==> src/rtl/mphase_pkg.sv <==
// mphase_pkg: shared types and constants for the multi-phase gate driver.
// Build macro MPH_LOWSIDE_INV_EN selects an active-low low-side drive.
package mphase_pkg;

  localparam int NPH_DEF  = 3;
  localparam int DTW_DEF  = 8;
  localparam int DEAD_MIN = 1;

  typedef enum logic [1:0] {
    ST_OFF,
    ST_HI,
    ST_LO,
    ST_DEAD
  } leg_st_t;

`ifdef MPH_LOWSIDE_INV_EN
  localparam logic LS_ON = 1'b0;
`else
  localparam logic LS_ON = 1'b1;
`endif
  localparam logic LS_OFF = ~LS_ON;

endpackage

==> src/rtl/mphase_leg.sv <==
// mphase_leg: one bridge leg - OFF/HI/LO/DEAD FSM, dead counter, gate regs.
// In: clk, rst_n, h_req, l_req, en, stop, dead_cyc. Out: h_gate, l_gate, busy.
module mphase_leg
  import mphase_pkg::*;
#(
  parameter int DTW = DTW_DEF
) (
  input  logic           clk,
  input  logic           rst_n,
  input  logic           h_req,
  input  logic           l_req,
  input  logic           en,
  input  logic           stop,
  input  logic [DTW-1:0] dead_cyc,
  output logic           h_gate,
  output logic           l_gate,
  output logic           busy
);

  leg_st_t        st, st_nx, tgt;
  logic [DTW-1:0] cnt, cnt_nx;
  logic [DTW-1:0] dmin, dead_ld;

  assign dmin = DTW'(DEAD_MIN);

  // dead window of max(dead_cyc,1) cycles: counter runs N-1 .. 0
  assign dead_ld = (dead_cyc < dmin) ? dmin - DTW'(1)
                                     : dead_cyc - DTW'(1);

  always_comb begin
    tgt = ST_OFF;
    if (stop || !en || (h_req && l_req))
      tgt = ST_OFF;
    else if (h_req)
      tgt = ST_HI;
    else if (l_req)
      tgt = ST_LO;
  end

  always_comb begin
    st_nx  = st;
    cnt_nx = cnt;
    unique case (st)
      ST_OFF: begin
        if (tgt != ST_OFF)
          st_nx = tgt;
      end
      ST_HI, ST_LO: begin
        if (tgt != st) begin
          st_nx  = ST_DEAD;
          cnt_nx = dead_ld;
        end
      end
      ST_DEAD: begin
        // target is only looked at on expiry, never restarts the count
        if (cnt == '0)
          st_nx = tgt;
        else
          cnt_nx = cnt - DTW'(1);
      end
      default: st_nx = ST_OFF;
    endcase
  end

  always_ff @(posedge clk) begin
    if (!rst_n) begin
      st  <= ST_OFF;
      cnt <= '0;
    end else begin
      st  <= st_nx;
      cnt <= cnt_nx;
    end
  end

  // output stage: reset drops gates at once, no dead completion
  always_ff @(posedge clk) begin
    if (!rst_n) begin
      h_gate <= 1'b0;
      l_gate <= LS_OFF;
      busy   <= 1'b0;
    end else begin
      h_gate <= (st == ST_HI);
      l_gate <= (st == ST_LO) ? LS_ON : LS_OFF;
      busy   <= (st == ST_DEAD);
    end
  end

endmodule

==> src/rtl/mphase_gatedrv.sv <==
// mphase_gatedrv: NPH-leg gate driver with dead time and sticky fault flag.
// Ports: clkI,nRstI,hReqI,lReqI,phEnI,forceStopI,deadCycI,faultClrI -> hPo,lNo,faultO,busyO.
// MPH_LOWSIDE_INV_EN makes lNo active-low.
module mphase_gatedrv
  import mphase_pkg::*;
#(
  parameter int NPH = NPH_DEF,
  parameter int DTW = DTW_DEF
) (
  input  logic           clkI,
  input  logic           nRstI,
  input  logic [NPH-1:0] hReqI,
  input  logic [NPH-1:0] lReqI,
  input  logic [NPH-1:0] phEnI,
  input  logic           forceStopI,
  input  logic [DTW-1:0] deadCycI,
  input  logic           faultClrI,
  output logic [NPH-1:0] hPo,
  output logic [NPH-1:0] lNo,
  output logic           faultO,
  output logic [NPH-1:0] busyO
);

  logic [NPH-1:0] s_h, s_l, s_en;
  logic           s_stop, s_clr;
  logic           f_set;

  always_ff @(posedge clkI) begin
    if (!nRstI) begin
      s_h    <= '0;
      s_l    <= '0;
      s_en   <= '0;
      s_stop <= 1'b0;
      s_clr  <= 1'b0;
    end else begin
      s_h    <= hReqI;
      s_l    <= lReqI;
      s_en   <= phEnI;
      s_stop <= forceStopI;
      s_clr  <= faultClrI;
    end
  end

  assign f_set = |(s_en & s_h & s_l);

  // set has priority over a coincident clear
  always_ff @(posedge clkI) begin
    if (!nRstI)
      faultO <= 1'b0;
    else if (f_set)
      faultO <= 1'b1;
    else if (s_clr)
      faultO <= 1'b0;
  end

  for (genvar i = 0; i < NPH; i++) begin : g_leg
    mphase_leg #(.DTW(DTW)) u_leg (
      .clk      (clkI),
      .rst_n    (nRstI),
      .h_req    (s_h[i]),
      .l_req    (s_l[i]),
      .en       (s_en[i]),
      .stop     (s_stop),
      .dead_cyc (deadCycI),
      .h_gate   (hPo[i]),
      .l_gate   (lNo[i]),
      .busy     (busyO[i])
    );
  end

endmodule

==> config.mk <==
export PLATFORM = sky130hd
export DESIGN_NAME = mphase_gatedrv
export DESIGN_NICKNAME = d
export VERILOG_FILES = /design/src/rtl/mphase_pkg.sv /design/src/rtl/mphase_leg.sv /design/src/rtl/mphase_gatedrv.sv
export SDC_FILE = /design/constraint.sdc
export NUM_CORES = 1
export LEC_CHECK = 0
export BUFFER_PORTS_ARGS = -buffer_cell sky130_fd_sc_hd__buf_2
export CELL_PAD_IN_SITES_DETAIL_PLACEMENT = 1
export CELL_PAD_IN_SITES_GLOBAL_PLACEMENT = 1
export CORE_MARGIN = 2
export CORE_UTILIZATION = 45
export DETAILED_ROUTE_END_ITERATION = 8
export PLACE_DENSITY_LB_ADDON = 0.1
export SKIP_LAST_GASP = 1
export SLEW_MARGIN = 20
export SYNTH_ARGS = -nofsm -noshare
export SYNTH_HDL_FRONTEND = slang
export SYNTH_SLANG_ARGS = --single-unit
==> constraint.sdc <==
create_clock -name clkI -period 2.4 [get_ports clkI]
set_input_delay 0.24 -clock clkI [delete_from_list [all_inputs] [get_ports clkI]]
set_output_delay 0.24 -clock clkI [all_outputs]
set_load 0.005 [all_outputs]
==> out/metrics.yaml <==
hp-class: "primary input to flip-flop"
syn-instance-count: 371
dp.final_hpwl_um: 6130
overflow: 0
pwr-share-seq_pct: 33.6
clockPowerShare_pct: 15.5
synthToLayoutAreaGrowth_pct: 10.4
numCtsBuffers: 5
track_usage_pct: 22.3
wl_met3_um: 251
cts_tree: "yes"
worst_path_largest_cell_delay_ns: 0.64
critPathMostFrequentCell: "o21ai_0"
io_pins: 31
place_inst: 470
crit_fanout: 6
irDropWorstVdd_v: 0.000550
finClkSkew_ns: 0.00497
holdBufCountCts: 0
mappedNetlistNets: 411
die_w_um: 87.4
via_per_inst: 5.95
p_int_uw: 2180
highest_layer: "met4"
h-tree-depth: 2
clockBufferDepth: 2
first_pass_iters: 4
synth_top_area_share_pct: 32.6
drt_wl_total_um: 8210
ant_nets: 0
worst_slew_pin_slew_ns: 0.850
grt_pass1_vias: 2758
path_clk_slew_ns: 0.10
power_leakage_uw: 0.00134
die_area_um2: 7640
initialDrtViolationCount: 127
dr_total_vias: 2836
antenna_found_initial: 0
swShare_pct: 43.7
grt_first_pass_wirelength_um: 13400
core_area_um2: 6760
fin_setup_tns_ns: 0
insertion_delay_ns: 0.30
cp_cell_sequence: "inv_1, ha_1, a31oi_1, o21ai_0, o21ai_0, a21oi_1"
drv_slew: 0
yosysTopAreaCell: "dfxtp_1"
synth_flop_cell: "dfxtp_1"
crit_type: "flip-flop to flip-flop"
wl_met1_um: 3960
die_y_um: 87.4
arrival_ns: 2.38
post_cts.repair.setup_buffers: 0
syn_area_per_cell_um2: 8.44
endpoint_kind: "flip-flop"
drc: 0
ys_warn_count: 0
initial_core_util_pct: 46.3
slowest_stage: "o21ai_0"
num_antenna_cells: 0
io_buffers: 30
rows: 30
place_congestion: 0.888
instances_no_fill: 477
wl_per_cell_um: 17.2
yosysSeqAreaShare_pct: 32.6
worstPathRequired_ns: 2.63
status: "finished, final reports clean"
fin_crit_sh_pct: 89.4
p_switching_uw: 1690
nets: 437
rsz0062_at_grt: "false"
async_reset_ff_share_pct: 0
hold_violations: 0
yosys_register_bits: 51
synth_edf_count: 0
synthTopCellsByArea: "dfxtp_1 33%, ha_1 7.6%, a21oi_1 3.5%"
n_fill_cell: 833
numClockSinks: 51
timing.slew.headroom_pct: 43.3
setup_viol: 0
ys_types: 66
grt_max_degree: 40
wl_met2_um: 3900
start_kind: "flip-flop"
root_buffer: "clkbuf_8"
p_comb_share_pct: 50.9
max_cap_viol_count: 0
fmax_ghz: 0.466
power_per_cell_area_nw_per_um2: 1120
drive_gt1_share_pct: 16.9
netlist_area_um2: 3130
period_minus_slack_ns: 2.15
==> state kept, by name, indices dropped and copies added (netlist names) <==
name / flops
faultO: 1
g_leg.u_leg.busy: 3
g_leg.u_leg.cnt: 24
g_leg.u_leg.h_gate: 3
g_leg.u_leg.l_gate: 3
g_leg.u_leg.st: 6
s_clr: 1
s_en: 3
s_h: 3
s_l: 3
s_stop: 1
==> metal layers <==
layer | vias to the layer above | track usage, %
met4 | 0 | 5.45
met2 | 53 | 37.3
met5 | - | 0
li1 | 1415 | -
met1 | 1360 | 30.0
met3 | 8 | 3.41
==> cell usage after synthesis (all sizes together) (3+ instances only) <==
| library cell | number |
|---|---|
| dfxtp | 51 |
| nor2b | 5 |
| o32ai | 6 |
| nand2b | 6 |
| nor4 | 5 |
| o211ai | 5 |
| inv | 23 |
| a41o | 3 |
| a31oi | 6 |
| nand3 | 10 |
| a311oi | 5 |
| mux2i | 5 |
| buf | 12 |
| xnor2 | 6 |
| nor3 | 17 |
| o31ai | 3 |
| nor2 | 22 |
| nor4bb | 4 |
| o21ai | 16 |
| o41ai | 3 |
| o21a | 8 |
| ha | 19 |
| a21oi | 22 |
| and2 | 17 |
| a211oi | 10 |
| clkbuf | 11 |
| nand2 | 27 |
==> cells by family (layout without fill, tap and decap cells) <==
group,Yosys count,after routing,share of synthesized area (%)
flops,51,51,32.6
buf+inv,48,74,7.03
fa+ha+maj,19,19,7.59
mux,6,6,1.96
simple gates,131,131,23.6
xor+xnor,7,7,1.96
compound gates,109,109,25.3
==> metrics by stage <==
stage	hold slack (ns)	instance area (um2)	utilization (%)	power (uW)	setup slack (ns)
finish	0.133	3460	51.1	3870	0.254
global route	0.128	3460	51.1	4210	0.0579
CTS	0.122	3450	51.1	3890	0.199
detailed placement	0.450	3340	49.5	3270	0.222
global placement	0.446	3340	49.5	3180	0.264
floorplan	0.367	3130	-	2750	0.507
==> power groups by stage <==
| stage | logic [uW] | clock network (uW) | registers, uW |
|---|---|---|---|
| final | 1970 | 601 | 1300 |
| after global routing | 2220 | 654 | 1340 |
| after CTS | 1970 | 618 | 1300 |
| after detailed placement | 1950 | 0 | 1320 |
| after global placement | 1880 | 0 | 1300 |
| after floorplan | 1500 | 0 | 1240 |
==> what timing repair did <==
action	4_1_cts	5_1_grt
endpoints found under the hold margin	0	0
resized for setup	0	1
endpoints found under the setup margin	0	1
==> layout by cell type (no fill, tap or decap), drive strengths merged, types with 10 or more instances in the layout <==
cell type / count
a211oi: 10
a21oi: 22
and2: 17
buf: 42
dfxtp: 51
ha: 19
inv: 23
nand2: 27
nand3: 10
nor2: 22
nor3: 17
o21ai: 16
==> path summary, 6_finish.rpt <==
check                                            from               endpoint  slack, ns  cells after the start
worst max-delay path             g_leg[1].u_leg.st[0]  g_leg[1].u_leg.cnt[5]       0.25                      6
worst min-delay path                         lReqI[0]                 s_l[0]       0.13                      2
worst max register to register   g_leg[1].u_leg.st[0]  g_leg[1].u_leg.cnt[5]       0.25                      6
worst min register to register  g_leg[2].u_leg.cnt[7]  g_leg[2].u_leg.cnt[7]       0.48                      2
==> layout make-up <==
type / instances / area, um2 / area share (%)
clock buffers: 5 / 68.8 / 1.99
clock inverters: 2 / 37.5 / 1.09
inverters: 25 / 93.8 / 2.72
multi-input cells: 272 / 1890 / 54.8
flip-flops and latches: 51 / 1020 / 29.5
well taps: 80 / 100 / 2.90
repair buffers: 42 / 240 / 6.95
==> worst max-delay path, delay by kind of cell, from the launching register on <==
kind	cells	cell delay, ns
buf+inv	1	0.13
flops	1	0.45
fa+ha+maj	1	0.35
compound gates	4	1.14
No activity file was read; power rests on OpenSTA's default activity.
